`config.mk`:
```
export PLATFORM = sky130hd
export DESIGN_NAME = victim_cache_wb_ctrl
export DESIGN_NICKNAME = d
export VERILOG_FILES = /design/src/rtl/victim_cache_wb_ctrl.sv
export SDC_FILE = /design/constraint.sdc
export NUM_CORES = 2
export LEC_CHECK = 0
export ABC_AREA = 0
export CAP_MARGIN = 10
export CORE_MARGIN = 1
export CORE_UTILIZATION = 25
export CTS_BUF_LIST = sky130_fd_sc_hd__clkbuf_4 sky130_fd_sc_hd__clkbuf_8
export DETAILED_ROUTE_END_ITERATION = 10
export GPL_ROUTABILITY_DRIVEN = 0
export MAX_ROUTING_LAYER = met4
export PLACE_DENSITY_LB_ADDON = 0.25
export SLEW_MARGIN = 20
export SYNTH_ARGS = -nofsm -noshare
export SYNTH_HDL_FRONTEND = slang
export SYNTH_SLANG_ARGS = --single-unit
```
`constraint.sdc`:
```
create_clock -name clk -period 3.8 [get_ports clk]
set_input_delay 0.38 -clock clk [delete_from_list [all_inputs] [get_ports clk]]
set_output_delay 0.38 -clock clk [all_outputs]
set_load 0.02 [all_outputs]
```
`src/rtl/victim_cache_wb_ctrl.sv`:
```
// Fully-associative victim cache for L1 evictions. Probes invalidate on hit,
// and dirty victims drain through a one-entry write-back buffer.
module victim_cache_wb_ctrl #(
  parameter int TAG_WIDTH  = 20,
  parameter int LINE_BYTES = 16,
  parameter int NUM_WAYS   = 4,
  parameter int REPL_MODE  = 0
) (
  input  logic                         clk,
  input  logic                         rst_n,
  output logic                         vc_ready,
  input  logic                         probe_valid,
  input  logic [TAG_WIDTH-1:0]         probe_tag,
  output logic                         probe_ready,
  output logic                         probe_hit,
  output logic [LINE_BYTES*8-1:0]      probe_line,
  input  logic                         evict_valid,
  input  logic [TAG_WIDTH-1:0]         evict_tag,
  input  logic [LINE_BYTES*8-1:0]      evict_line,
  input  logic                         evict_dirty,
  output logic                         evict_ready,
  output logic                         mem_req,
  output logic                         mem_req_write,
  output logic [TAG_WIDTH-1:0]         mem_req_tag,
  output logic [LINE_BYTES*8-1:0]      mem_req_wdata,
  input  logic                         mem_resp_valid,
  output logic [$clog2(NUM_WAYS+1)-1:0] occupancy,
  output logic                         wb_busy
);

  localparam int DW = LINE_BYTES * 8;
  localparam int IW = $clog2(NUM_WAYS);
  localparam int OW = $clog2(NUM_WAYS + 1);
  localparam logic [IW-1:0] IDX_ONE = IW'(1'b1);
  localparam logic [IW-1:0] AGE_MAX = IW'(NUM_WAYS - 1);

  typedef enum logic [1:0] {
    ST_IDLE   = 2'd0,
    ST_LOOKUP = 2'd1,
    ST_RESP   = 2'd2
  } state_t;

  state_t                state_r;
  logic [NUM_WAYS-1:0]   valid_r;
  logic [NUM_WAYS-1:0]   dirty_r;
  logic [TAG_WIDTH-1:0]  tag_r  [NUM_WAYS];
  logic [DW-1:0]         data_r [NUM_WAYS];
  logic [IW-1:0]         age_r  [NUM_WAYS];
  logic [IW-1:0]         repl_ptr_r;
  logic [TAG_WIDTH-1:0]  probe_tag_r;
  logic                  resp_hit_r;
  logic [DW-1:0]         resp_line_r;
  logic                  probe_ready_r;
  logic                  probe_hit_r;
  logic [DW-1:0]         probe_line_r;
  logic                  wb_busy_r;
  logic [TAG_WIDTH-1:0]  wb_tag_r;
  logic [DW-1:0]         wb_data_r;

  logic [NUM_WAYS-1:0]   probe_match_s;
  logic [NUM_WAYS-1:0]   evict_match_s;
  logic                  way_hit_s;
  logic [IW-1:0]         way_hit_idx_s;
  logic                  buf_hit_s;
  logic                  dup_s;
  logic                  full_s;
  logic [IW-1:0]         oldest_idx_s;
  logic [IW-1:0]         policy_idx_s;
  logic [IW-1:0]         slot_s;
  logic [IW-1:0]         old_age_s;
  logic                  use_ptr_s;
  logic                  victim_dirty_s;
  logic                  evict_ready_s;
  logic                  evict_fire_s;

  function automatic logic [IW-1:0] lowest_idx(input logic [NUM_WAYS-1:0] v);
    logic [IW-1:0] idx;
    idx = '0;
    for (int i = NUM_WAYS - 1; i >= 0; i--) begin
      idx = v[i] ? IW'(i) : idx;
    end
    return idx;
  endfunction

  function automatic logic [OW-1:0] count_ones(input logic [NUM_WAYS-1:0] v);
    logic [OW-1:0] cnt;
    cnt = '0;
    for (int i = 0; i < NUM_WAYS; i++) begin
      cnt = cnt + OW'(v[i]);
    end
    return cnt;
  endfunction

  // Per-way tag compares for the captured probe and the offered evict
  always_comb begin
    probe_match_s = '0;
    evict_match_s = '0;
    for (int i = 0; i < NUM_WAYS; i++) begin
      probe_match_s[i] = valid_r[i] && (tag_r[i] == probe_tag_r);
      evict_match_s[i] = valid_r[i] && (tag_r[i] == evict_tag);
    end
  end

  // Oldest way by age; strict compare keeps the lowest index on ties
  always_comb begin
    oldest_idx_s = '0;
    for (int i = 1; i < NUM_WAYS; i++) begin
      oldest_idx_s = (age_r[i] > age_r[oldest_idx_s]) ? IW'(i) : oldest_idx_s;
    end
  end

  assign way_hit_s     = |probe_match_s;
  assign way_hit_idx_s = lowest_idx(probe_match_s);
  assign buf_hit_s     = wb_busy_r && (wb_tag_r == probe_tag_r);
  assign dup_s         = |evict_match_s;
  assign full_s        = &valid_r;
  assign policy_idx_s  = (REPL_MODE == 1) ? oldest_idx_s : repl_ptr_r;

  // Install slot: in-place duplicate, then lowest free way, then policy victim
  always_comb begin
    slot_s    = policy_idx_s;
    old_age_s = age_r[policy_idx_s];
    if (dup_s) begin
      slot_s    = lowest_idx(evict_match_s);
      old_age_s = age_r[slot_s];
    end else if (!full_s) begin
      slot_s    = lowest_idx(~valid_r);
      old_age_s = AGE_MAX;
    end else begin
      slot_s    = policy_idx_s;
      old_age_s = age_r[policy_idx_s];
    end
  end

  assign use_ptr_s      = !dup_s && full_s && (REPL_MODE == 0);
  assign victim_dirty_s = !dup_s && full_s && dirty_r[slot_s];
  assign evict_ready_s  = rst_n && (state_r == ST_IDLE) && !probe_valid &&
                          !(victim_dirty_s && wb_busy_r);
  assign evict_fire_s   = evict_valid && evict_ready_s;

  // Probe FSM, way storage, ages and write-back buffer
  always_ff @(posedge clk or negedge rst_n) begin
    if (!rst_n) begin
      state_r       <= ST_IDLE;
      valid_r       <= '0;
      dirty_r       <= '0;
      repl_ptr_r    <= '0;
      probe_tag_r   <= '0;
      resp_hit_r    <= 1'b0;
      resp_line_r   <= '0;
      probe_ready_r <= 1'b0;
      probe_hit_r   <= 1'b0;
      probe_line_r  <= '0;
      wb_busy_r     <= 1'b0;
      wb_tag_r      <= '0;
      wb_data_r     <= '0;
      for (int i = 0; i < NUM_WAYS; i++) begin
        tag_r[i]  <= '0;
        data_r[i] <= '0;
        age_r[i]  <= '0;
      end
    end else begin
      case (state_r)
        ST_IDLE: begin
          if (probe_valid) begin
            state_r     <= ST_LOOKUP;
            probe_tag_r <= probe_tag;
          end
        end
        ST_LOOKUP: begin
          state_r    <= ST_RESP;
          resp_hit_r <= way_hit_s || buf_hit_s;
          resp_line_r <= way_hit_s ? data_r[way_hit_idx_s] :
                         (buf_hit_s ? wb_data_r : '0);
          // L1 takes ownership of a way hit, so the entry and its dirty bit go
          if (way_hit_s) begin
            valid_r[way_hit_idx_s] <= 1'b0;
            dirty_r[way_hit_idx_s] <= 1'b0;
          end
        end
        ST_RESP: state_r <= ST_IDLE;
        default: state_r <= ST_IDLE;
      endcase

      probe_ready_r <= (state_r == ST_RESP);
      probe_hit_r   <= (state_r == ST_RESP) && resp_hit_r;
      probe_line_r  <= (state_r == ST_RESP) ? resp_line_r : '0;

      if (evict_fire_s) begin
        valid_r[slot_s] <= 1'b1;
        tag_r[slot_s]   <= evict_tag;
        data_r[slot_s]  <= evict_line;
        dirty_r[slot_s] <= dup_s ? (dirty_r[slot_s] | evict_dirty) : evict_dirty;
        if (use_ptr_s) begin
          repl_ptr_r <= repl_ptr_r + IDX_ONE;
        end
        for (int i = 0; i < NUM_WAYS; i++) begin
          if (IW'(i) == slot_s) begin
            age_r[i] <= '0;
          end else if (valid_r[i] && (age_r[i] < old_age_s)) begin
            age_r[i] <= age_r[i] + IDX_ONE;
          end
        end
      end

      if (evict_fire_s && victim_dirty_s) begin
        wb_busy_r <= 1'b1;
        wb_tag_r  <= tag_r[slot_s];
        wb_data_r <= data_r[slot_s];
      end else if (wb_busy_r && mem_resp_valid) begin
        wb_busy_r <= 1'b0;
      end
    end
  end

  assign vc_ready      = (state_r == ST_IDLE);
  assign probe_ready   = probe_ready_r;
  assign probe_hit     = probe_hit_r;
  assign probe_line    = probe_line_r;
  assign evict_ready   = evict_ready_s;
  assign mem_req       = wb_busy_r;
  assign mem_req_write = 1'b1;
  assign mem_req_tag   = wb_tag_r;
  assign mem_req_wdata = wb_data_r;
  assign occupancy     = count_ones(valid_r);
  assign wb_busy       = wb_busy_r;

endmodule
```
Word level (Yosys, flattened, before mapping). Cells that the tools add are included.

Flip-flop bits (word level): 1032. Output and inout bits: 286. Word-level logic and storage cells: 135. Bits of input ports: 174.

$add $sub $neg: 4. Bitwise gates (word level): 8. $lt $le $gt $ge: 7. Equal/unequal tests: 12. Reduce and logical (&&, ||, !) cells: 33. Multiplexer cells: 50.

Operators by type and width (count): two-way mux 128 bit (8); binary-select mux 128 bit (select 2 bit) (2); bitwise mux 512 bit (1); demux 128 bit (select 2 bit) (1); equality test 20 bit (9); bitwise mux 80 bit (1); two-way mux 20 bit (3); binary-select mux 20 bit (select 2 bit) (1); demux 20 bit (select 2 bit) (1); two-way mux 2 bit (15); two-way mux 4 bit (6); logical AND 1 bit (22); AND 4 bit (2); inverter 4 bit (2); OR reduction 4 bit (2); >= comparator 3 bit, second input constant (2); less-than comparator 2 x 3 -> 1 bit, second input constant (2); two-way mux 1 bit (6); inverter 2 -> 3 bit (2); bitwise mux 4 bit (1); demux 1 bit (select 2 bit) (2); >= comparator 2 x 1 -> 1 bit, second input constant (2); bitwise OR 4 bit (1); one-hot mux 2 bit (2 select lines) (1); 16 further kinds (19).

Longest topological paths before layout.
Word-level depth: 16. Gate-level depth with buffers: 12. Depth with buffers taken out: 9.

Least setup slack after synthesis. OpenSTA, ideal clock, no wires.

Path kind: input to register. Start: input port evict_tag[1]. End: register wb_data_r[109], in the netlist mem_req_wdata[109]. Data arrival time: 2754 ps. Required time: 3675 ps. Path slack: 921 ps. Path buffers: 4. Setup time: 125 ps. Stages on the path: 12. Path through: buf_2 > xnor2_1 > nand4_1 > or4_1 > a2111o_1 > o21ai_0 > nor2_1 > nand4bb_1 > buf_2 > buf_6 > buf_6 > mux2_2.

Longest elaborated chain between the ends: 15. Elaborated cells on any way between the ends: 28. Those cells by class: 4 x eq/ne; 10 x mux; 1 x bitwise; 13 x reduce/logical.

RTL lines: start, declared (RTL line 18) `input logic [TAG_WIDTH-1:0] evict_tag,`; equality test 20 bit (RTL line 100) `evict_match_s[i] = valid_r[i] && (tag_r[i] == evict_tag);`; logical AND 1 bit (RTL line 100); two-way mux 2 bit (4 in a row) (RTL line 80) `idx = v[i] ? IW'(i) : idx;`; two-way mux 2 bit (RTL line 123) `if (dup_s) begin`; binary-select mux 1 bit (select 2 bit) (RTL line 136) `assign victim_dirty_s = !dup_s && full_s && dirty_r[slot_s];`; two-way mux 1 bit (not written as such) (RTL line 136); logical AND 1 bit (RTL line 136); logical AND 1 bit (RTL line 138) `!(victim_dirty_s && wb_busy_r);`; zero test 1 bit (RTL line 138); logical AND 1 bit (RTL line 137) `assign evict_ready_s = rst_n && (state_r == ST_IDLE) && !probe_valid &&`; logical AND 1 bit (RTL line 139) `assign evict_fire_s = evict_valid && evict_ready_s;`; logical AND 1 bit (RTL line 206) `if (evict_fire_s && victim_dirty_s) begin`; end signal, assigned (RTL line 209) `wb_data_r <= data_r[slot_s];`; end, declared (RTL line 58) `logic [DW-1:0] wb_data_r;`.

Several ways; a longest one is shown, not always the timed one. The select of a mux whose other input is x is not followed. A chain may end at the register's enable or synchronous reset.

Worst setup path after layout.
Start: register tag_r[41] (netlist bit). End: output port evict_ready.

Longest elaborated chain between the ends: 11. Elaborated cells on any way between the ends: 14. Those cells by class: 1 x eq/ne; 5 x mux; 8 x reduce/logical.

RTL lines: start, declared (RTL line 46) `logic [TAG_WIDTH-1:0] tag_r [NUM_WAYS];`; start signal, assigned by index (RTL line 191) `tag_r[slot_s] <= evict_tag;`; equality test 20 bit * (RTL line 100); logical AND 1 bit * (RTL line 100); two-way mux 2 bit (2 in a row) (RTL line 80); two-way mux 2 bit (RTL line 123); binary-select mux 1 bit (select 2 bit) (RTL line 136); two-way mux 1 bit (not written as such) (RTL line 136); logical AND 1 bit * (RTL line 136); logical AND 1 bit * (RTL line 138); zero test 1 bit * (RTL line 138); logical AND 1 bit * (RTL line 137); end, declared (RTL line 21) `output logic evict_ready,`.

Mark *: on every way between the ends. The rest lies on a longest branch, timed or not. The select of a mux whose other input is x is not followed.

==> metrics.cfg <==
[worst_setup_path]
timing.critical_path.fanout_max = 4
worst_ep_arrival_time_ns = 3.27
timing.setup.critical_path_class = reg2out
worst-endpoint-required_ns = 3.42
startpoint_type = register
worstSetupEndpointType = primary output

[clock_network]
clkTransAtPathRegs_ns = 0.06
cts-root-buf = clkbuf_8
clock_tree_from_tritoncts = done
clk-insertion-delay-late_ns = 0.96
clock_sink_total = 1032
clock_tree_buffer_depth = 3
cts-buffers-inserted = 189
cts.htree.levels = 4

[global_routing]
gr-total-overflow = 0
antenna_found_initial = 11
grt_resource_usage_total_pct = 17.5
grt_first_pass_wirelength_um = 254000
pin_count_of_the_biggest_net_entering_global_routing = 158
grt_pass1_vias = 37700

[yosys]
synth-seq-cells = 1032
synth.yosys.warnings = 0
netlist_area_um2 = 49000
synth_edf_count = 0
ys_dominant_reg_cell = dfrtp_1
synth-seq-area-share_pct = 52.7
mappedNetlistNets = 4302
postSynthCellCount = 4124
ys_async_sr_fraction_pct = 100
postSynthAreaPerCell_um2 = 11.9
synth_cell_type_count = 57

[routing]
antenna_left = 0
total_routed_length_um = 169000
vias = 36000
detailed_router_s_first_iteration_violation_count = 2198
routedWlPerCell_um = 22.4
routed_via_density = 4.77
detailedRoute.firstPassIterationCount = 6
drc = 0

[layout]
layout-drive-gt1-share_pct = 23.5
layout_common_cells = dfrtp_1, clkdlybuf4s50_1, mux2_2
final_design_area_no_fill_um2 = 63400
final_cell_count_no_fill = 7552
area_growth_syn_to_layout_pct = 29.4
nets = 4951
final_common_cell = dfrtp_1
postLayoutCoreUtil_pct = 32.6

[floorplanning]
die_width_um = 445
row_count = 162
die-height_um = 445
num_io_pins = 460
die-area_um2 = 198000
core-area_um2 = 195000
initial_core_util_pct = 25.2

[placed_design]
port-buffer-count = 458
placed_area_um2 = 58900
place_inst = 7173
detailed_place_hpwl_um = 115000

[sta]
tightestPinTransition_ns = 0.974
setup_viol_count_final = 0
slew_headroom_pct = 35.0
finalWorstPathRequiredPeriod_ns = 3.65
max_freq_ghz = 0.274
final-hold-violation-count = 0
fin_setup_tns_ns = 0
period_utilization_pct = 96.2
maxSlewViolCount = 0
worst_clock_skew_ns = 0.0592
unrepaired_setup_endpoints_after_global_routing = yes
holdWs_ns = 0.141

[run_status]
run_status = finished clean

[worst_hold_path]
hold_path.class = in2reg

[power_and_ir_drop]
leakagePower_uw = 0.0278
power_density_nw_per_um2 = 717
vdd_ir_drop_max_uv = 379

[run]
drv_cap = 0

-- layout make-up --
type,count,area (um^2)
fill,19600,131000
antenna,5,12.5
inverter,8,37.5
tap,2624,3280
multi-input combinational,2719,21500
sequential,1032,25800
clock inverter,33,365
clock buffer,308,3780
timing repair buffer,823,8660
-- per-stage QoR --
step | total power, uW | setup slack (ns)
2_1_floorplan | 27100 | 0.921
3_3_place_gp | 33800 | -0.194
3_5_place_dp | 34000 | -0.177
4_1_cts | 46000 | -0.0640
5_1_grt | 48100 | -0.0636
6_report | 45500 | 0.146
-- flip-flops by register name, summed over array words and instances, names as in the netlist --
name	cells
probe_tag_r	20
state_r	2
policy_idx_s	2
mem_req_wdata	128
probe_hit	1
valid_r	4
tag_r	80
data_r	512
resp_hit_r	1
dirty_r	4
mem_req_tag	20
probe_line	128
mem_req	1
resp_line_r	128
probe_ready	1
-- where the power goes --
part           switching (uW)  internal, uW  total (uW)
combinational            7420          7770       15200
clock                    5060          6530       11600
sequential               3700         15000       18700
total                   16200         29300       45500
-- layer usage --
layer	routed length, um	share of wire (%)	GRT usage, %
met4	5250	3.1	5.94
met1	74400	44	22.0
met2	83200	49	28.7
met5	0	0	-
met3	6430	3.8	2.53
-- cell families (layout without fill, tap and decap cells) --
group | count (synthesis) | after routing | synth area share, %
compound gates | 713 | 713 | 10.2
xor+xnor | 182 | 182 | 3.25
fa+ha+maj | 4 | 4 | 0.117
buf+inv | 373 | 1172 | 3.95
flops | 1032 | 1032 | 52.7
mux | 912 | 912 | 21.3
other cells | 1 | 6 | 0.00765
simple gates | 907 | 907 | 8.48
-- critical path, stage by stage, from the launching register on --
cell and delay [ns]:
dfrtp_1 0.44, xnor2_1 0.27, nand4_1 0.24, nor4_1 0.34, buf_4 0.16, a22oi_1 0.08
o31a_2 0.16, and2_1 0.17, o31a_1 0.31, buf_6 0.16
-- worst paths after layout --
check                           startpoint               to  slack [ns]  depth (start not counted)
min                         evict_line[67]       data_r[67]        0.14                          2
max reg2reg                probe_tag_r[18]  resp_line_r[92]        0.18                         12
max in group asynchronous            rst_n        tag_r[22]        2.01                          4
min in group asynchronous            rst_n       data_r[13]        0.21                          3
max                              tag_r[41]      evict_ready        0.15                          9
min reg2reg                resp_line_r[27]   probe_line[27]        0.46                          1
-- timing repair --
action                                  CTS  global route
setup buffers                             6             0
pin swaps                                 5             2
endpoints found under the hold margin   343             0
endpoints found under the setup margin    2            63
resized for setup                        19             7
hold buffers                             27             0
-- cell usage after synthesis, drive strengths merged (2+ instances only) --
cell type	n	share of area (%)
and3	5	0.064
nand2	295	2.3
nor4	25	0.39
and2	137	1.7
o31a	2	0.036
ha	3	0.077
xnor2	116	2.1
a31o	2	0.036
a211oi	2	0.041
o21ai	10	0.12
nand3	140	1.4
mux2	760	18
dfrtp	1032	53
clkbuf	198	1.5
nor2	260	2.0
a221oi	128	2.3
nor2b	2	0.026
xor2	66	1.2
a311oi	128	2.3
a22oi	150	2.3
or3	2	0.026
nor3	7	0.092
buf	167	2.4
nand2b	3	0.038
a21oi	279	2.8
o2111a	2	0.046
mux2i	152	3.1
inv	8	0.061
nand4	26	0.33
a21bo	2	0.041
Power figures use the tool's default switching activity.
